<file path="src/rtl/nh_lcd_frame_scheduler.sv">
// nh_lcd_frame_scheduler
// Arbitrates a single 8-bit LCD write bus between a one-deep command holding
// register and a TE-synchronised pixel writer, with frame accounting.
//
// state     | meaning
// ----------+-------------------------------------------------------------
// IDLE      | bus free; a held command wins, else arm a frame
// CMD       | held command byte is on the bus for this one cycle
// CMD_GAP   | bus kept quiet for CMD_GAP_CYCLES after a command byte
// WAIT_TE   | frame armed, waiting for a TE rising edge
// FRAME     | pixel writer owns the bus, bytes forwarded with 1-cycle latency
// FRAME_END | one settle cycle after a completed or aborted frame
module nh_lcd_frame_scheduler #(
  parameter int CMD_GAP_CYCLES = 2,
  parameter int TIMEOUT_CYCLES = 16'hFFFF
) (
  input  logic        clk,
  input  logic        rst,
  input  logic        i_enable,
  input  logic [31:0] i_num_pixels,
  input  logic        i_cmd_stb,
  input  logic        i_cmd_mode,
  input  logic [7:0]  i_cmd_data,
  output logic        o_cmd_busy,
  output logic        o_pix_enable,
  input  logic        i_pix_write,
  input  logic        i_pix_cmd_mode,
  input  logic [7:0]  i_pix_data,
  input  logic        i_tearing_effect,
  output logic        o_data_cmd_mode,
  output logic [7:0]  o_data,
  output logic        o_write,
  output logic        o_frame_done,
  output logic        o_frame_abort,
  output logic        o_underrun,
  output logic [31:0] o_frame_count
);

  // Gap timer is a down-counter loaded in CMD; a zero gap still costs one cycle.
  localparam logic [15:0] GAP_LOAD = (CMD_GAP_CYCLES > 1) ? 16'(CMD_GAP_CYCLES - 1) : 16'd0;
  // Timeout fires when the idle count would reach TIMEOUT_CYCLES.
  localparam logic [15:0] TO_LAST  = (TIMEOUT_CYCLES > 1) ? 16'(TIMEOUT_CYCLES - 1) : 16'd0;

  typedef enum logic [2:0] {
    IDLE,
    CMD,
    CMD_GAP,
    WAIT_TE,
    FRAME,
    FRAME_END
  } state_t;

  state_t      state_q, state_d;
  logic        cmd_pending_q, cmd_pending_d;
  logic        cmd_mode_q;
  logic [7:0]  cmd_data_q;
  logic        cmd_accept;
  logic [15:0] gap_cnt_q, gap_cnt_d;
  logic [1:0]  byte_cnt_q, byte_cnt_d;
  logic [31:0] pix_cnt_q, pix_cnt_d;
  logic [31:0] num_pix_q, num_pix_d;
  logic [15:0] to_cnt_q, to_cnt_d;
  logic        te_prev_q;
  logic        pix_en_d;
  logic        pix_inc;
  logic        wr_d;
  logic [7:0]  data_d;
  logic        mode_d;
  logic        done_d;
  logic        abort_d;
  logic        underrun_d;

  assign cmd_accept = i_cmd_stb && !cmd_pending_q;
  assign o_cmd_busy = cmd_pending_q;

  // State register.
  always_ff @(posedge clk) begin
    if (rst) begin
      state_q <= IDLE;
    end else begin
      state_q <= state_d;
    end
  end

  // Next-state, counter and bus-output decode; bus fields hold when not written.
  always_comb begin
    state_d       = state_q;
    cmd_pending_d = cmd_pending_q;
    gap_cnt_d     = gap_cnt_q;
    byte_cnt_d    = byte_cnt_q;
    pix_cnt_d     = pix_cnt_q;
    num_pix_d     = num_pix_q;
    to_cnt_d      = to_cnt_q;
    pix_en_d      = o_pix_enable;
    pix_inc       = 1'b0;
    wr_d          = 1'b0;
    data_d        = o_data;
    mode_d        = o_data_cmd_mode;
    done_d        = 1'b0;
    abort_d       = 1'b0;
    underrun_d    = 1'b0;

    if (cmd_accept) begin
      cmd_pending_d = 1'b1;
    end

    case (state_q)
      IDLE: begin
        if (cmd_pending_q) begin
          // Bus strobe is registered so it coincides with the CMD state cycle.
          state_d = CMD;
          wr_d    = 1'b1;
          data_d  = cmd_data_q;
          mode_d  = cmd_mode_q;
        end else if (i_enable && (i_num_pixels != 32'd0)) begin
          state_d = WAIT_TE;
        end
      end
      CMD: begin
        state_d   = CMD_GAP;
        gap_cnt_d = GAP_LOAD;
      end
      CMD_GAP: begin
        if (gap_cnt_q == 16'd0) begin
          state_d       = IDLE;
          cmd_pending_d = 1'b0;
        end else begin
          gap_cnt_d = gap_cnt_q - 16'd1;
        end
      end
      WAIT_TE: begin
        // A zero pixel count is never started, even if it changes while armed.
        if (!i_enable || (i_num_pixels == 32'd0)) begin
          state_d = IDLE;
        end else if (i_tearing_effect && !te_prev_q) begin
          state_d    = FRAME;
          byte_cnt_d = 2'd0;
          pix_cnt_d  = 32'd0;
          to_cnt_d   = 16'd0;
          num_pix_d  = i_num_pixels;
          pix_en_d   = 1'b1;
        end
      end
      FRAME: begin
        if (i_pix_write) begin
          wr_d     = 1'b1;
          data_d   = i_pix_data;
          mode_d   = i_pix_cmd_mode;
          to_cnt_d = 16'd0;
          if (!i_pix_cmd_mode) begin
            if (byte_cnt_q == 2'd2) begin
              byte_cnt_d = 2'd0;
              pix_cnt_d  = pix_cnt_q + 32'd1;
              pix_inc    = 1'b1;
            end else begin
              byte_cnt_d = byte_cnt_q + 2'd1;
            end
          end
        end else if (to_cnt_q == TO_LAST) begin
          to_cnt_d   = 16'd0;
          underrun_d = 1'b1;
        end else begin
          to_cnt_d = to_cnt_q + 16'd1;
        end
        // Compare against the incremented count so the writer is stopped
        // before it can present a byte beyond the frame.
        if (pix_inc && (pix_cnt_d == num_pix_q)) begin
          state_d  = FRAME_END;
          pix_en_d = 1'b0;
          done_d   = 1'b1;
        end else if (!i_enable && (byte_cnt_d == 2'd0)) begin
          state_d    = FRAME_END;
          pix_en_d   = 1'b0;
          abort_d    = 1'b1;
          underrun_d = 1'b0;
        end
      end
      FRAME_END: begin
        state_d = IDLE;
      end
      default: begin
        state_d = IDLE;
      end
    endcase
  end

  // Datapath registers, command holding register and registered outputs.
  always_ff @(posedge clk) begin
    if (rst) begin
      cmd_pending_q   <= 1'b0;
      cmd_mode_q      <= 1'b0;
      cmd_data_q      <= 8'd0;
      gap_cnt_q       <= 16'd0;
      byte_cnt_q      <= 2'd0;
      pix_cnt_q       <= 32'd0;
      num_pix_q       <= 32'd0;
      to_cnt_q        <= 16'd0;
      te_prev_q       <= 1'b0;
      o_pix_enable    <= 1'b0;
      o_write         <= 1'b0;
      o_data          <= 8'd0;
      o_data_cmd_mode <= 1'b0;
      o_frame_done    <= 1'b0;
      o_frame_abort   <= 1'b0;
      o_underrun      <= 1'b0;
      o_frame_count   <= 32'd0;
    end else begin
      cmd_pending_q   <= cmd_pending_d;
      if (cmd_accept) begin
        cmd_mode_q <= i_cmd_mode;
        cmd_data_q <= i_cmd_data;
      end
      gap_cnt_q       <= gap_cnt_d;
      byte_cnt_q      <= byte_cnt_d;
      pix_cnt_q       <= pix_cnt_d;
      num_pix_q       <= num_pix_d;
      to_cnt_q        <= to_cnt_d;
      te_prev_q       <= i_tearing_effect;
      o_pix_enable    <= pix_en_d;
      o_write         <= wr_d;
      o_data          <= data_d;
      o_data_cmd_mode <= mode_d;
      o_frame_done    <= done_d;
      o_frame_abort   <= abort_d;
      o_underrun      <= underrun_d;
      if (done_d) begin
        o_frame_count <= o_frame_count + 32'd1;
      end
    end
  end

endmodule
</file>
<file path="config.mk">
export PLATFORM = sky130hd
export DESIGN_NAME = nh_lcd_frame_scheduler
export DESIGN_NICKNAME = d
export VERILOG_FILES = /design/src/rtl/nh_lcd_frame_scheduler.sv
export SDC_FILE = /design/constraint.sdc
export NUM_CORES = 1
export LEC_CHECK = 0
export BUFFER_PORTS_ARGS = -buffer_cell sky130_fd_sc_hd__buf_2
export CAP_MARGIN = 20
export CORE_AREA = 2 2 147 149
export DETAILED_ROUTE_END_ITERATION = 6
export DIE_AREA = 0 0 149 151
export GPL_TIMING_DRIVEN = 0
export PLACE_DENSITY = 0.67
export SYNTH_ARGS = -nofsm -noshare
export SYNTH_HDL_FRONTEND = slang
export SYNTH_SLANG_ARGS = --single-unit
</file>
<file path="constraint.sdc">
create_clock -name clk -period 3.7 [get_ports clk]
set_input_delay 0.74 -clock clk [delete_from_list [all_inputs] [get_ports clk]]
set_output_delay 0.74 -clock clk [all_outputs]
set_load 0.01 [all_outputs]
</file>
==> Word level (Yosys, flattened, before mapping) <==
Index checks and enable logic that the tools add are counted.
Widths: inputs -> output; s select.
{ "op_classes": {"bitwise": 2, "n_reduce_logical": 25, "multipliers": 0, "eq_ne": 16, "muxes": 57, "div": 0, "n_addsub": 5, "magnitude_cmp": 0, "shift": 0} }
{ "ops": {"columns": ["op", "n"], "rows": [
  ["$mux 32", 6],
  ["$mux 16", 5],
  ["$add 32x1->32 const B", 2],
  ["$pmux 16 s2", 2],
  ["$pmux 32 s2", 1],
  ["$eq 32x32->1", 1],
  ["$logic_not 32->1", 1],
  ["$reduce_bool 32->1", 1],
  ["$mux 1", 22],
  ["$mux 3", 7],
  ["$add 16x1->16 const B", 1],
  ["$eq 16x16->1 const B", 1],
  ["$logic_not 16->1", 1],
  ["$mux 8", 2],
  ["$pmux 8 s2", 1],
  ["$sub 16x1->16 const B", 1],
  ["$pmux 3 s5", 1],
  ["$mux 2", 6],
  ["$ne 2x2->1 const B", 6],
  ["$ne 3x3->1 const B", 3],
  ["$reduce_and 3->1", 3],
  ["$reduce_and 4->1", 2],
  ["$eq 3x2->1 const B", 2],
  ["$pmux 1 s2", 3],
  ["15 further kinds", 24]
]} }
{ "word_totals": {"mem_count": 0, "word_cells": 123, "ramBits": 0, "latch_bits": 0, "reg_bits": 158, "input_bits": 56, "out_inout_bits": 47, "romBits": 0} }

==> Logic depth before layout (Yosys ltp) <==
{ "logic_depth": {"ltp_word": 10, "ltp_mapped": 13, "mapped_depth_nobuf": 9} }

==> Worst setup path before layout <==
OpenSTA, ideal clock, no wires.
{ "synth_timing": {"path_kind": "input-to-reg", "start": "input port i_pix_cmd_mode", "end": "register o_pix_enable", "required_ps": 3585, "setup_time_ps": 115, "cell_stages": 11, "path_buffers": 3, "setup_slack_ps": 291, "arrival_time_ps": 3295, "path_cell_list": "and4bb_2 -> nand4_1 -> or4_1 -> clkbuf_1 -> mux2i_1 -> nor4b_2 -> nand4_1 -> buf_4 -> buf_6 -> o41a_1 -> o21a_1"} }
{ "synth_between": {"elab_chain_len": 7, "elab_cells_between_ends": 17, "classes_between": "eq/ne (2); mux (11); reduce/logical (4)"} }
{ "synth_lines": {"columns": ["item", "line_no", "text"], "rows": [
  ["from (decl)", "27", "input logic i_pix_cmd_mode,"],
  ["$mux 32 / $mux 2 (equally long branches)", "150", "if (!i_pix_cmd_mode) begin"],
  ["$mux 32 / $mux 2 (equally long branches)", "145", "if (i_pix_write) begin"],
  ["$mux 32 / $mux 2 (equally long branches)", "107", "case (state_q)"],
  ["$eq 32x32->1 / $logic_not 2->1 (equally long branches)", "167, 171", null],
  ["$logic_and 1x1->1 (on tied branches)", "167, 171", null],
  ["$ne 3x3->1 (no source line) / $mux 1 (equally long branches)", null, null],
  ["$reduce_and 4->1 (no source line) / $pmux 1 s2 (equally long branches)", null, null],
  ["to (signal assigned)", "219", "o_pix_enable <= pix_en_d;"],
  ["to (decl)", "25", "output logic o_pix_enable,"]
]} }
Parallel ways exist; a longest one is shown, timed or not. The select of a mux whose other input is x is not followed.
A chain may end at the register's enable or synchronous reset.

==> Final worst setup path <==
Ends and elaborated chain as after synthesis.

==> results.txt <==
A synthesized cell averages 7.98 sq um. The count of H-tree levels built during CTS came out at 4. The arrival time at the worst endpoint is 3970 ps. The flop and latch count out of synthesis is roughly 160. The Yosys warning count came out at 0.

The design internal power is between 3 and 4 mW. The global router's overall resource usage came out at 0.231. The I/O pin count is 103. The number of nets in the layout is between 1000 and 1500. The number of instances in the synthesized netlist came out at 1056. The share of total power dissipated in combinational logic is 0.159. The final wirelength came out at about 26000 um. The startpoint identified for the worst register-to-register timing path is pix_cnt_q[0]$_SDFFE_PP0P_. The area used by multi-input combinational logic came out at 5040 sq um. After synthesis, the largest family of logic cells by area is simple AND/OR/NAND/NOR gates. In the post-synthesis netlist, the biggest area contributors are sky130_fd_sc_hd__dfxtp_1, sky130_fd_sc_hd__nor2_1, sky130_fd_sc_hd__a21oi_1, sky130_fd_sc_hd__nand2_1, sky130_fd_sc_hd__mux2i_1. The mapped cell area came out at 8430 sq um. The number of flops mapped to enable cells by yosys is 0. The number of DRC markers after the initial detailed-route iteration came out at 817. In the final layout, the share of cells above drive strength 1 is 0.169. For this configuration, the core starts out at a cell density of 0.405. Of the total power, the share spent switching nets is 0.289. The DRC violation count after routing came out at 0. The number of vias after detailed routing came out at 8408. The worst endpoint required time came out at 4030 ps.

Fill cells in the final layout number roughly 2100. The area growth from synthesis to layout came out at 19.6%. The worst min-delay path category is register to register. The number of hold-slack violations in the final timing report was 0. The final weighted congestion in routability-driven placement came out at just over 0.9. The number of antenna violations at the first check in global routing is 0. Of the post-synthesis cell area, the dominant cell type holds 0.375. The minimum period implied by the final worst setup slack came out at 3640 ps. TritonCTS built the clock tree. Final hold analysis gives a worst-case slack of 456 ps.

The total placed cells including tap cells came out at 1432. Setup violations remaining at the end of the flow were counted as 0. The total CTS buffers is 17. The relative slew slack came out at 0.386. The number of nets still failing antenna checks after routing came out at 0.

Leaving out fill and tap cells, the most frequent cell in the layout is sky130_fd_sc_hd__dfxtp_1. The number of hold buffers added after cts is 0. The worst hold path terminates at cmd_data_q[2]$_SDFFE_PP0P_. Excluding fillers, the count of instances in the completed layout stands at roughly 1500. The max-cap violation count came out at 0. The highest net fanout along the worst path is 10. The sequential share of power is 0.416.

The critical register-to-register path endpoint is o_pix_enable$_SDFFE_PP0P_. The XOR/XNOR share of the synthesized area is 0.0686. The die covers about 22000 sq um. By startpoint and endpoint, the worst setup path is classified as primary input to register.

The top cell types in the final layout, fill and taps aside, are sky130_fd_sc_hd__dfxtp_1, sky130_fd_sc_hd__nor2_1, sky130_fd_sc_hd__nand2_1, sky130_fd_sc_hd__buf_2, sky130_fd_sc_hd__a21oi_1. The share of synthesized area occupied by flip-flops and latches is 0.375. The count of cells along the worst hold path is 2. Across the whole layout, storage elements account for about 3200 sq um. The clock network power share came out at 0.425.

The fmax came out at approximately 270 MHz. STA classifies the critical path endpoint as a register. The number of nets handed over by synthesis was about 1100. The tree is rooted in a sky130_fd_sc_hd__clkbuf_16. The maximum buffer depth of the clock tree came out at 2.

The ratio of final minimum period to clock period came out at 0.984. The run finished with clean final reports. The biggest area contributor in the post-synthesis netlist is sky130_fd_sc_hd__dfxtp_1. The leftover overflow at the end of global routing is 0. The most used flip-flop cell after synthesis is sky130_fd_sc_hd__dfxtp_1. The fraction of the mapped netlist area in compound gates came out at 0.158.

The count of cells along the worst register-to-register path came out at 12. The share of cell area taken by muxes after synthesis is 0.0430. At the pin with the least slew margin, the transition time is 917 ps.

The final number of max-transition violations came out at 0. Of the total synthesized cell area, the portion taken by full adders, half adders and majority gates is 0.00861. The count of buffers added on input and output ports is 101.

The CTS sink count is 158. The switching component of the power is 1.28 mW. The cell leakage power came out at around 3.9 nW. For this design the ratio of total power to cell area is 438 nW/um^2.

In this run the most critical hold path is launched from cmd_data_q[2]$_SDFFE_PP0P_. The clock slew seen by the registers of the worst setup and hold paths is about 70 ps. The wire-length estimate of the detail-placed layout is between 15000 and 20000 um. After detailed routing, the average wire length per cell comes to 17.5 um. The wire length of the first global-routing pass came out at 41100 um. The maximum number of pins on one net before global-route repair is 17. After floorplanning, the core was sized to cover 20800 sq um. The worst ir drop on vdd is 308 uV. Measured along the x axis, the die boundary spans 149 um. The clock arrives with 11.5 ps of skew.

The source-to-sink clock delay at the later pin of the worst-skew pair is 440 ps. The via count of the first global-routing pass is 7800. The number of different library cells in the post-synthesis netlist is 68. The fraction of registers with async set/reset is 0.

Using the TritonRoute via totals, the vias-per-cell ratio works out to 5.74. The internal reg-to-reg setup slack is 70 ps. STA classifies the critical path startpoint as a primary input.

In this run the core area contains 53 standard-cell rows. The simple-gate area share of the yosys netlist is 0.301. The number of antenna repair diodes came out at 0. The die height came out at between 150 and 200 um. The detailed-routing iteration count for the pre-antenna-repair pass is 5.
==> metal layers <==
metal | wire length (um) | part of all wire | global-route usage
met1 | 11500 | 0.45 | 0.308
met2 | 11900 | 0.46 | 0.375
met3 | 1680 | 0.065 | 0.0416
met4 | 671 | 0.026 | 0.0843
met5 | 0 | 0 | 0
==> timing repair <==
action,in CTS,in global routing
buffers inserted,1,0
pin swaps,1,5
setup endpoints to repair,33,34
resized for setup,11,31
==> worst max-delay path, stage by stage <==
cell                       delay [ps]
sky130_fd_sc_hd__buf_2            130
sky130_fd_sc_hd__and4bb_4         390
sky130_fd_sc_hd__nand4_1          250
sky130_fd_sc_hd__or4_4            600
sky130_fd_sc_hd__clkbuf_1         180
sky130_fd_sc_hd__mux2i_1          200
sky130_fd_sc_hd__nor4b_2          290
sky130_fd_sc_hd__nand4_1          180
sky130_fd_sc_hd__buf_6            210
sky130_fd_sc_hd__buf_6            140
sky130_fd_sc_hd__o41a_1           470
sky130_fd_sc_hd__o21a_1           180
==> registers in the layout (all words and copies together), names as in the netlist, 3 cells and up <==
signal         count
gap_cnt_q         16
to_cnt_q          16
num_pix_q         32
o_data             8
o_frame_count     32
state_q            3
cmd_data_q         8
pix_cnt_q         32
==> cell usage after synthesis (all sizes together), types with 3 or more instances <==
| master | n |
|---|---|
| ha | 5 |
| nand2b | 5 |
| inv | 19 |
| and2 | 8 |
| a21oi | 92 |
| nand4 | 30 |
| mux2i | 34 |
| or4 | 39 |
| a22oi | 3 |
| and3 | 11 |
| nand3 | 33 |
| o211ai | 4 |
| nor2b | 10 |
| xnor2 | 31 |
| nor3b | 3 |
| clkbuf | 43 |
| nand3b | 5 |
| and4 | 10 |
| nor3 | 33 |
| o22ai | 4 |
| nor4b | 3 |
| o21a | 3 |
| o21ai | 41 |
| o31ai | 28 |
| xor2 | 35 |
| or3 | 12 |
| nor2 | 127 |
| buf | 24 |
| a31oi | 8 |
| a311oi | 13 |
| nor4 | 34 |
| dfxtp | 158 |
| a21o | 3 |
| nand2 | 114 |
==> per-stage QoR <==
stage	power (mW)	utilization	instance area [sq um]	setup TNS (ps)	worst slack, ps
global route	4.60	0.484	10100	-14.9	-7.00
floorplan	2.38	-	8430	0	291
CTS	4.45	0.479	9980	0	5.91
detailed placement	2.57	0.446	9280	-19230	-703
finish	4.42	0.484	10100	0	59.6
global placement	2.56	0.446	9280	-19550	-727
==> worst max path at each step <==
stage | startpoint | end | slack [ps] | cells after the start
after global placement | i_pix_cmd_mode | o_frame_count[27]$_SDFFE_PP0P_ | -730 | 10
final | i_pix_cmd_mode | o_pix_enable$_SDFFE_PP0P_ | 60 | 12
after detailed placement | i_pix_cmd_mode | o_frame_count[27]$_SDFFE_PP0P_ | -700 | 10
after floorplan | i_pix_cmd_mode | o_pix_enable$_SDFFE_PP0P_ | 290 | 11
after global routing | pix_cnt_q[0]$_SDFFE_PP0P_ | o_frame_count[10]$_SDFFE_PP0P_ | -7 | 12
after CTS | pix_cnt_q[16]$_SDFFE_PP0P_ | o_pix_enable$_SDFFE_PP0P_ | 6 | 12
==> final cells by class <==
class | instances | area share
Buffer | 67 | 0.0319
Sequential cell | 158 | 0.314
Tap cell | 275 | 0.0341
Multi-Input combinational cell | 812 | 0.499
Inverter | 19 | 0.00707
Timing Repair Buffer | 102 | 0.0509
Clock buffer | 18 | 0.0426
Clock inverter | 14 | 0.0199
==> power by group through the flow <==
| stage | clock network [mW] | registers (mW) | logic, mW |
|---|---|---|---|
| 2_1_floorplan | 0 | 1.87 | 0.510 |
| 3_3_place_gp | 0 | 1.87 | 0.690 |
| 3_5_place_dp | 0 | 1.88 | 0.694 |
| 4_1_cts | 1.91 | 1.84 | 0.699 |
| 5_1_grt | 1.97 | 1.85 | 0.790 |
| 6_report | 1.88 | 1.84 | 0.700 |
==> kinds of logic after synthesis <==
family	count (synthesis)
AO/OA/AOI/OAI	218
XOR/XNOR	66
adder cells (fa/ha/maj)	6
buffers and inverters	86
flip-flops	158
multiplexers	36
AND/OR/NAND/NOR	486
Note: power is estimated with default switching activity, not from simulation.
